## src/rtl/pipelined_cla_subtractor_if.sv

```systemverilog
// pipelined_cla_subtractor_if: operand and result valid/ready bundle for the pipelined subtractor
interface pipelined_cla_subtractor_if #(
  parameter int NUMBITS = 8
);
  logic in_valid, in_ready, bw_in, out_valid, out_ready, bw_out, ovf_out;
  logic [NUMBITS-1:0] a_in, b_in, d_out;
  modport master(
    output in_valid, a_in, b_in, bw_in, out_ready,
    input in_ready, out_valid, d_out, bw_out, ovf_out
  );
  modport slave(
    input in_valid, a_in, b_in, bw_in, out_ready,
    output in_ready, out_valid, d_out, bw_out, ovf_out
  );
endinterface

```

## src/rtl/pipelined_cla_subtractor.sv

```systemverilog
// pipelined_cla_subtractor: valid/ready pipelined a - b - bw_in resolving one carry-lookahead group per stage
module pipelined_cla_subtractor #(
  parameter int NUMBITS = 8,
  parameter int GROUP = 4
) (
  input logic clk,
  input logic reset,
  pipelined_cla_subtractor_if.slave io
);
  localparam int STAGES = NUMBITS / GROUP;
  localparam int L = STAGES - 1;
  if (NUMBITS % GROUP != 0 || NUMBITS < GROUP) begin : g_chk
    $error("NUMBITS must be a positive multiple of GROUP");
  end
  function automatic logic [GROUP-1:0] lo(input int n);
    return GROUP'((1 << n) - 1);
  endfunction
  for (genvar k = 0; k < STAGES; k++) begin : g_st
    logic v_q, v_d, c_q, c_d, adv, ld, vi, ci;
    logic [1:0] m_q, m_d, mi;
    logic [NUMBITS-1:0] s_q, s_d, y_q, y_d, si, yi;
    logic [GROUP-1:0] p, g;
    logic [GROUP:0] cc;
    if (k == 0) begin : g_src
      assign {vi, ci, mi, si, yi} = {io.in_valid, ~io.bw_in, io.a_in[NUMBITS-1], io.b_in[NUMBITS-1], io.a_in, ~io.b_in};
    end else begin : g_src
      assign {vi, ci, mi, si, yi} = {g_st[k-1].v_q, g_st[k-1].c_q, g_st[k-1].m_q, g_st[k-1].s_q, g_st[k-1].y_q};
    end
    if (k == L) begin : g_adv
      assign adv = !v_q || io.out_ready;
    end else begin : g_adv
      assign adv = !v_q || g_st[k+1].adv;
    end
    always_comb begin
      ld = adv && vi;
      p = si[k*GROUP +: GROUP] ^ yi[k*GROUP +: GROUP];
      g = si[k*GROUP +: GROUP] & yi[k*GROUP +: GROUP];
      for (int i = 0; i <= GROUP; i++) begin
        cc[i] = ci && ((p | ~lo(i)) == '1);
        for (int j = 0; j < i; j++) cc[i] = cc[i] || (g[j] && ((p | ~lo(i) | lo(j + 1)) == '1));
      end
      s_d = si;
      s_d[k*GROUP +: GROUP] = p ^ cc[GROUP-1:0];
      s_d = ld ? s_d : s_q;
      y_d = ld ? yi : y_q;
      c_d = ld ? cc[GROUP] : c_q;
      m_d = ld ? mi : m_q;
      v_d = adv ? vi : v_q;
    end
    always_ff @(posedge clk) begin
      if (reset) begin
        v_q <= 1'b0;
        c_q <= 1'b1;
        m_q <= '0;
        s_q <= '0;
        y_q <= '0;
      end else begin
        v_q <= v_d;
        c_q <= c_d;
        m_q <= m_d;
        s_q <= s_d;
        y_q <= y_d;
      end
    end
  end
  assign io.in_ready = g_st[0].adv;
  assign io.out_valid = g_st[L].v_q;
  assign io.d_out = g_st[L].s_q;
  assign io.bw_out = !g_st[L].c_q;
  assign io.ovf_out = (g_st[L].m_q[1] != g_st[L].m_q[0]) && (g_st[L].s_q[NUMBITS-1] != g_st[L].m_q[1]);
endmodule
```

## src/flat_wrapper.sv

```systemverilog
// flat-port wrapper written by rule: the top's interface ports become plain ports
module pipelined_cla_subtractor_flat 
#(
  parameter int NUMBITS = 8,
  parameter int GROUP = 4
)
  (clk, reset, io_in_valid, io_a_in, io_b_in, io_bw_in, io_out_ready, io_in_ready, io_out_valid, io_d_out, io_bw_out, io_ovf_out);
  pipelined_cla_subtractor_if #(.NUMBITS(NUMBITS)) io_i ();
  input logic clk;
  input logic reset;
  input wire logic [$bits(io_i.in_valid)-1:0] io_in_valid;
  input wire logic [$bits(io_i.a_in)-1:0] io_a_in;
  input wire logic [$bits(io_i.b_in)-1:0] io_b_in;
  input wire logic [$bits(io_i.bw_in)-1:0] io_bw_in;
  input wire logic [$bits(io_i.out_ready)-1:0] io_out_ready;
  output wire logic [$bits(io_i.in_ready)-1:0] io_in_ready;
  output wire logic [$bits(io_i.out_valid)-1:0] io_out_valid;
  output wire logic [$bits(io_i.d_out)-1:0] io_d_out;
  output wire logic [$bits(io_i.bw_out)-1:0] io_bw_out;
  output wire logic [$bits(io_i.ovf_out)-1:0] io_ovf_out;
  assign io_i.in_valid = io_in_valid;
  assign io_i.a_in = io_a_in;
  assign io_i.b_in = io_b_in;
  assign io_i.bw_in = io_bw_in;
  assign io_i.out_ready = io_out_ready;
  assign io_in_ready = io_i.in_ready;
  assign io_out_valid = io_i.out_valid;
  assign io_d_out = io_i.d_out;
  assign io_bw_out = io_i.bw_out;
  assign io_ovf_out = io_i.ovf_out;
  pipelined_cla_subtractor #(.NUMBITS(NUMBITS), .GROUP(GROUP)) u_core (.clk(clk), .reset(reset), .io(io_i));
endmodule
```

## config.mk

```make
export PLATFORM = sky130hd
export DESIGN_NAME = pipelined_cla_subtractor_flat
export DESIGN_NICKNAME = d
export VERILOG_FILES = /design/src/rtl/pipelined_cla_subtractor_if.sv /design/src/rtl/pipelined_cla_subtractor.sv /design/src/flat_wrapper.sv
export SDC_FILE = /design/constraint.sdc
export NUM_CORES = 1
export LEC_CHECK = 0
export CORE_MARGIN = 1.5
export CORE_UTILIZATION = 29
export DETAILED_ROUTE_END_ITERATION = 7
export GPL_ROUTABILITY_DRIVEN = 0
export MAX_ROUTING_LAYER = met4
export PLACE_DENSITY = 0.55
export SLEW_MARGIN = 0
export SYNTH_ARGS = -nofsm -noshare
export SYNTH_HDL_FRONTEND = slang
export SYNTH_SLANG_ARGS = --single-unit
```

## constraint.sdc

```tcl
create_clock -name clk -period 1.9 [get_ports clk]
set_clock_uncertainty 0.15 [all_clocks]
set_input_delay 0.19 -clock clk [delete_from_list [all_inputs] [get_ports clk]]
set_output_delay 0.19 -clock clk [all_outputs]
set_load 0.005 [all_outputs]
```

# After elaboration in Yosys (flattened, before gate mapping)
# Cells that the tools add are included.
# classes
n_eq_ne	14
n_bitwise	8
n_reduce_logical	48
# ops
op	count
1-bit logical AND	23
1-bit logical OR	22
4-bit XOR	4
2-bit == test (second input constant)	6
3-bit == test (second input constant)	4
4-bit bitwise AND	2
4-bit == test (second input constant)	2
8-bit inverter	1
1-bit logical NOT	3
1-bit != test	2
1-bit inverter	1
# totals
ff_bits	32
input_bits	21
out_inout_bits	12
wordCells	79

# Depth between registers and ports, before layout
# Gate-level depths: netlist of run 1.
# depth
depth_word	8
ltp_mapped	6
ltp_nobuf	6

# Worst setup path after synthesis of run 1
# OpenSTA, ideal clock, no wires.
# synth_path
path_kind	reg-to-reg
from	register u_core.g_st[0].y_q[4]
to	register u_core.g_st[1].s_q[7] (netlist: u_core.io.d_out[7])
setup_ns	0.095
arrival_ns	1.273
t_required_ns	1.655
slack_ns	0.381
path_stages_with_launch	5
path_buffers	0
synth_period_minus_slack_ns	1.519
cell_sequence	dfxtp_1 > ha_1 > a211oi_1 > o21bai_1 > o311ai_1
# synth_via
elab_chain_cells	7
word_cells_on_any_way	9
cone_classes	1 x eq/ne; 3 x bitwise; 5 x reduce/logical
# synth_lines
item	line	source
start: declaration	pipelined_cla_subtractor.sv:21	logic [NUMBITS-1:0] s_q, s_d, y_q, y_d, si, yi;
start signal: assignment	pipelined_cla_subtractor.sv:62	y_q <= y_d;
4-bit XOR	pipelined_cla_subtractor.sv:36	p = si[k*GROUP +: GROUP] ^ yi[k*GROUP +: GROUP];
3-bit == test	pipelined_cla_subtractor.sv:39	cc[i] = ci && ((p | ~lo(i)) == '1);
1-bit logical AND	pipelined_cla_subtractor.sv:39	
1-bit logical OR (*) (3 in series)	pipelined_cla_subtractor.sv:40	for (int j = 0; j < i; j++) cc[i] = cc[i] || (g[j] && ((p | ~lo(i) | lo(j + 1)) == '1));
4-bit XOR (*)	pipelined_cla_subtractor.sv:43	s_d[k*GROUP +: GROUP] = p ^ cc[GROUP-1:0];
end signal: assignment	pipelined_cla_subtractor.sv:55	s_q <= '0;
end signal: assignment	pipelined_cla_subtractor.sv:61	s_q <= s_d;
end: declaration	pipelined_cla_subtractor.sv:21	
# Every way passes the cells marked *; elsewhere a longest branch is shown, timed or not.
# A chain may end at the register's enable or synchronous reset.

# Worst setup path after layout of run 1
# layout_path
from	register u_core.g_st[1].s_q[7] (netlist: u_core.io.d_out[7])
to	output io_ovf_out
# layout_via
elab_chain_cells	2
# layout_lines
item	line	source
1-bit != test	pipelined_cla_subtractor.sv:70	assign io.ovf_out = (g_st[L].m_q[1] != g_st[L].m_q[0]) && (g_st[L].s_q[NUMBITS-1] != g_st[L].m_q[1]);
1-bit logical AND	pipelined_cla_subtractor.sv:70	
end: declaration	flat_wrapper.sv:20	output wire logic [$bits(io_i.ovf_out)-1:0] io_ovf_out;
# Every way passes these cells.

==> results of run 1 <==
[worst min-delay path by stage]
stage | start | endpoint | slack, ns | cells past startpoint
final | u_core.g_st[0].s_q[1] | u_core.io.d_out[1] | 0.31 | 2
after global routing | io_a_in[5] | u_core.g_st[0].s_q[5] | 0.31 | 3
after CTS | io_a_in[5] | u_core.g_st[0].s_q[5] | 0.30 | 3
after detailed placement | u_core.g_st[0].m_q[0] | u_core.g_st[0].m_q[0] | 0.29 | 2
after global placement | u_core.g_st[0].m_q[0] | u_core.g_st[0].m_q[0] | 0.29 | 2
after floorplan | io_b_in[4] | u_core.g_st[0].y_q[4] | 0.13 | 1
[logic make-up (layout without fill, tap and decap cells)]
kind of cell | count (synthesis) | after routing
and+or+nand+nor | 60 | 60
AOI/OAI and AO/OA | 38 | 38
DFF | 27 | 27
buffers and inverters | 17 | 52
adders and majority gates | 10 | 10
xor gates and xnor gates | 2 | 2
[per-layer routing]
metal | track usage | vias up | routed length, um
met1 | 0.152 | 506 | 1240
met4 | 0.0377 | 0 | 28
met5 | - | - | 0
met2 | 0.207 | 23 | 1380
li1 | - | 593 | -
met3 | 0.0171 | 2 | 94
[Yosys cell counts, drive strengths merged]
library cell  number  area, sq um
a211oi             8         80.1
o21ai              4         20.0
clkbuf             2         7.51
ha                 8          100
fa                 2         40.0
nor3               4         20.0
o211ai             1         7.51
o21bai             1         7.51
o41ai              2         17.5
a21o               1         7.51
o311ai             2         17.5
nor2              10         37.5
nand2b             4         25.0
nand2             32          120
inv                8         30.0
nand3b             6         57.6
or2b               1         7.51
xnor2              2         17.5
buf                7         51.3
and2               2         16.3
a21oi             19         95.1
nand3              1         5.00
dfxtp             27          541
[registers in the layout, summed over array words and instances, names as in the netlist]
name,flops
u_core.g_st.c_q,2
u_core.g_st.y_q,4
u_core.g_st.s_q,8
u_core.g_st.v_q,1
u_core.io.d_out,8
u_core.g_st.m_q,3
u_core.io.out_valid,1
[cell type report]
cell class,instances,area (sq um),share of cell area
Clock buffer,3,41.3,0.0234
Clock inverter,1,5.00,0.00284
Inverter,8,30.0,0.0170
Multi-Input combinational cell,110,699,0.397
Sequential cell,27,541,0.307
Tap cell,52,65.1,0.0369
Timing Repair Buffer,40,380,0.216
[worst max-delay path: stages (launching register included)]
cell	delay, ns
dfxtp_1	0.38
nand2_1	0.06
o21ai_0	0.15
clkdlybuf4s50_1	0.52
[report_power, final]
part / internal (mW) / switching (mW) / total (mW)
Clock: 0.147 / 0.177 / 0.324
Combinational: 0.133 / 0.105 / 0.238
Sequential: 0.602 / 0.0243 / 0.626
Total: 0.882 / 0.307 / 1.19
==> metrics, run 1 <==
starting density of the core=0.303; H-tree depth reported by CTS=1; detailed placement HPWL=2160 um; vias in the first global route=1150; GRT Total Usage=0.123; Final Hold Violating Endpoints=0; Worst Path Max Fanout=4; count of unique library cells instantiated by Yosys=29; accumulated negative setup slack=0 ns; total grt overflow=0; slack of the worst reg-to-reg path=0.19 ns; hold_ws=0.306 ns; post-synthesis share of cell area spent on full adders, half adders and majority gates=0.105; multiplexer area fraction after synthesis=0; cts repair resizes=0; Total Die Area=about 0.005 sq mm; mean number of vias per cell=4.66; maximum number of pins on one net before global-route repair=19; final standard cell area without fillers=0.00176 sq mm; type of destination of the critical path=output port; Worst VDD drop=roughly 0.3 mV; Finished Layout Cells=241; capturing element of the worst setup path=io_ovf_out; critical path class=flip-flop to output port; combinational family with the most area after synthesis=simple AND/OR/NAND/NOR gates; number of nets in the layout=221; wire length of the first global-routing pass=4890 um; Crit. Startpoint=u_core.io.d_out[7]; ant diodes=0; later-pin clock latency in the skew report=0.27 ns; PortBufs=32; post-CTS clock slew at the launch and capture registers of the worst setup and hold paths=roughly 0.09 ns; number of buffers created by CTS=3; mean instance size in the synthesized netlist=approximately 8.6 sq um; proportion of synthesized chip area in sequential cells=0.407; core utilization of the finished layout=0.402; Post-Place Cell Area=0.00172 sq mm; area of the core=between 0.004 and 0.005 sq mm; Routed Wire Length=around 2700 um; synthesized cell area=approximately 0.0013 sq mm; worst-case clock buffer depth=2; clock period minus worst slack=1.72 ns; TritonCTS Sinks=27; Die Y=70.7 um; number of cells on the worst reg-to-reg path=4; fraction of layout cells with a size suffix above 1=0.101; routed via count=1124; Hold Buf Count CTS=0; top library cells by usage in the layout, fill and taps aside=32 x nand2_1, 32 x clkdlybuf4s50_1, 27 x dfxtp_1; Syn Nets=185; number of nets still failing antenna checks after routing=0; Post-Place Worst Slack=0.0524 ns; static leakage power=a little over 0.7 nW; final number of max-transition violations=0; Synth Warn #=0; IO Count=33; CTS root buffer=clkbuf_8; DRC violations left=0; max_cap viols=0; power density over the cells=674 mW/mm^2; DP Cell Count=roughly 240; number of synthesized register bits=27; Layout Area Growth over Synthesis=32.6%; outcome=complete, no violations; FP Rows=24; capturing point of the worst reg2reg path=u_core.io.d_out[7]; minimum setup slack in the final design=0.176 ns; average routed wire per standard cell=11.3 um; slew at the pin with the worst max-slew slack=0.303 ns; path type of the worst min-delay path=flip-flop to flip-flop; arrival time reported for the critical path endpoint=around 1.4 ns; Slew headroom=0.795; count of buffers added by post-CTS timing repair for setup=0; unrepaired setup endpoints after global routing=no; layout filler cell count=456; final-report setup violation count=0; compound-gate portion of the synthesized area=0.190; worst path required time=1.56 ns; detailed-routing iteration count for the pre-antenna-repair pass=4; maximum clock rate=between 500 and 600 MHz; detailed router's first-iteration violation count=41; final worst-path cycle share=0.907; number of standard cells after synthesis=154; CTS tree=yes; startpoint of the worst register-to-register path=u_core.g_st[0].y_q[4]; number of antenna violations at the first check in global routing=0; area share of and/or/nand/nor cells after synthesis=0.218; Die Span X=70.7 um; CP Launch Type=flip-flop; PnR Total Power=1.19 mW; area share of xor/xnor cells in the synthesized design=0.0132
Power figures use the tool's default switching activity.
==> inputs of run 2 (changes only) <==
clock period = 1.7 ns   (was 1.9 ns; I/O delays follow)
==> metrics, run 2 (same netlist as run 1, synthesis figures left out) <==
layout filler cell count=437 (was 456); count of buffers added by post-CTS timing repair for setup=0 (unchanged); switching power share of the total=0.253 (was 0.258); detailed-routing iteration count for the pre-antenna-repair pass=4 (unchanged); Logic pwr share=0.207 (was 0.201); CTS root buffer=clkbuf_8 (unchanged); top library cells by usage in the layout, fill and taps aside=32 x nand2_1, 31 x clkdlybuf4s50_1, 25 x dfxtp_1 (was 32 x nand2_1, 32 x clkdlybuf4s50_1, 27 x dfxtp_1); average routed wire per standard cell=11.4 um (was 11.3 um); accumulated negative setup slack=0 ns (unchanged); Die Span X=70.7 um (unchanged); WHS Endpoint=u_core.g_st[0].s_q[5] (was u_core.io.d_out[1]); arrival time reported for the critical path endpoint=1.63 ns (was 1.38 ns); vias in the first global route=1108 (was 1150); type of destination of the critical path=flip-flop (was output port); final worst-path cycle share=0.953; leading cell type in the layout, fill and taps excluded=nand2_1; final-report setup violation count=0 (unchanged); critical path class=flip-flop to flip-flop (was flip-flop to output port); Largest stage delay, worst path=0.33 ns (was 0.52 ns); capturing point of the worst reg2reg path=u_core.io.d_out[6] (was u_core.io.d_out[7]); Total Die Area=0.00500 sq mm (unchanged); wire length of the first global-routing pass=4670 um (was 4890 um); post-CTS clock slew at the launch and capture registers of the worst setup and hold paths=0.09 ns (about the same); worst path required time=1.71 ns (was 1.56 ns); final number of max-transition violations=0 (unchanged); core utilization of the finished layout=0.408 (was 0.402); starting density of the core=0.303 (unchanged); maximum clock rate=617 MHz; detailed router's first-iteration violation count=21 (was 41); Routed Wire Length=2760 um (was 2730 um); TritonCTS Sinks=27 (unchanged); PnR Total Power=1.33 mW (was 1.19 mW); cells traversed along the worst timing path=ha_1, o21ai_0, nor2_1, o41ai_1 (was nand2_1, o21ai_0, clkdlybuf4s50_1); DRC violations left=0 (unchanged); number of buffers created by CTS=3 (unchanged); static leakage power=0.741 nW (was 0.711 nW); CTS tree=yes (unchanged); GRT Total Usage=0.119 (was 0.123); Slew headroom=0.776 (was 0.795); later-pin clock latency in the skew report=0.26 ns (was 0.27 ns); area of the core=0.00438 sq mm (unchanged); number of nets in the layout=221 (unchanged); total grt overflow=0 (unchanged); slew at the pin with the worst max-slew slack=0.332 ns (was 0.303 ns); Clk network pwr share=0.265 (was 0.272); power density over the cells=742 mW/mm^2 (was 674 mW/mm^2); IO Count=33 (unchanged); FP Rows=24 (unchanged); routed via count=1136 (was 1124); Worst VDD drop=0.292 mV (was 0.295 mV); maximum number of pins on one net before global-route repair=25 (was 19); max_cap viols=0 (unchanged); Worst Path Max Fanout=3 (was 4); startpoint of the worst register-to-register path=u_core.g_st[0].y_q[5] (was u_core.g_st[0].y_q[4]); number of cells on the worst reg-to-reg path=4 (unchanged); minimum setup slack in the final design=0.0805 ns (was 0.176 ns); register cell area after layout=543 sq um (was 541 sq um); family with the most delay on the worst path=compound AO/OA/AOI/OAI gates (was buffers and inverters); fraction of layout cells with a size suffix above 1=0.122 (was 0.101); cell-internal power=0.991 mW (was 0.882 mW); hold_ws=0.298 ns (was 0.306 ns); CP max stage cell=dfxtp_1 (was clkdlybuf4s50_1); Layout Area Growth over Synthesis=34.6% (was 32.6%); PortBufs=32 (unchanged); worst hold path stage count=3 (was 2); detailed placement HPWL=2130 um (was 2160 um); ant diodes=0 (unchanged); slack of the worst reg-to-reg path=0.08 ns (was 0.19 ns); critical hold path startpoint=io_a_in[5] (was u_core.g_st[0].s_q[1]); Die Y=70.7 um (unchanged); mean number of vias per cell=4.71 (was 4.66); path type of the worst min-delay path=primary input to flip-flop (was flip-flop to flip-flop); Final Hold Violating Endpoints=0 (unchanged); clock period minus worst slack=between 1.5 and 2 ns; Post-Place Worst Slack=-0.111 ns (was 0.0524 ns); number of antenna violations at the first check in global routing=0 (unchanged); worst-case clock buffer depth=2 (unchanged); CP Launch Type=flip-flop (unchanged); Switch Pwr=0.335 mW (was 0.307 mW); number of nets still failing antenna checks after routing=0 (unchanged); power share of the sequential group=0.528 (was 0.527); H-tree depth reported by CTS=1 (unchanged); outcome=complete, no violations (unchanged); multi-input combinational cell area=708 sq um (was 699 sq um); buffers and inverters on the worst path=0 (was 1)
==> run 2: changes by cell type in the layout (fill, tap and decap cells not counted), sizes merged <==
cell           change
clkdlybuf4s50      -1
dlymetal6s2s       +1
==> run 2: tightest hold or removal path: stages <==
cell             delay [ns]
clkdlybuf4s50_1        0.40
nand2_1                0.06
a21oi_1                0.05
==> run 2: cell type report <==
class	instances	area share
clock buffers	3	0.0231
clock inverters	1	0.00280
inverters	8	0.0168
multi-input cells	110	0.396
flip-flops and latches	27	0.304
well taps	52	0.0364
repair buffers	40	0.221
==> run 2: stage by stage <==
stage | instances | area [sq um]
after global placement | 237 | 1730
after CTS | 241 | 1770
after floorplan | 154 | 1330
after global routing | 241 | 1790
after detailed placement | 237 | 1730
final | 241 | 1790
==> run 2: how the worst max path moves through the flow <==
stage	endpoint	start	cells past startpoint	slack [ns]
4_1_cts	io_ovf_out	u_core.io.d_out[7]	3	0.008
5_1_grt	u_core.io.d_out[6]	u_core.g_st[0].y_q[4]	4	-0.003
3_5_place_dp	u_core.g_st[0].s_q[3]	io_b_in[0]	7	-0.11
6_report	u_core.io.d_out[6]	u_core.g_st[0].y_q[5]	4	0.08
3_3_place_gp	u_core.g_st[0].s_q[3]	io_b_in[1]	7	-0.07
2_1_floorplan	u_core.io.d_out[7]	u_core.g_st[0].y_q[4]	4	0.18
==> run 2: routing by layer <==
metal,part of all wire,GRT usage,wire [um],vias to the layer above
met4,0.010,0.0377,28,0
met5,0,-,0,-
met3,0.028,0.0214,77,2
met2,0.51,0.215,1400,19
met1,0.45,0.133,1250,520
li1,-,-,-,595
==> run 2: power groups by stage <==
stage	logic (mW)	clock network, mW	registers, mW
6_report	0.274	0.352	0.700
5_1_grt	0.306	0.395	0.707
3_3_place_gp	0.267	0	0.714
2_1_floorplan	0.156	0	0.711
3_5_place_dp	0.272	0	0.715
4_1_cts	0.274	0.372	0.701
==> run 2: repair_timing <==
action | 4_1_cts | 5_1_grt
endpoints found under the setup margin | 0 | 3
resized for setup | 0 | 5
hold buffers | 0 | 0
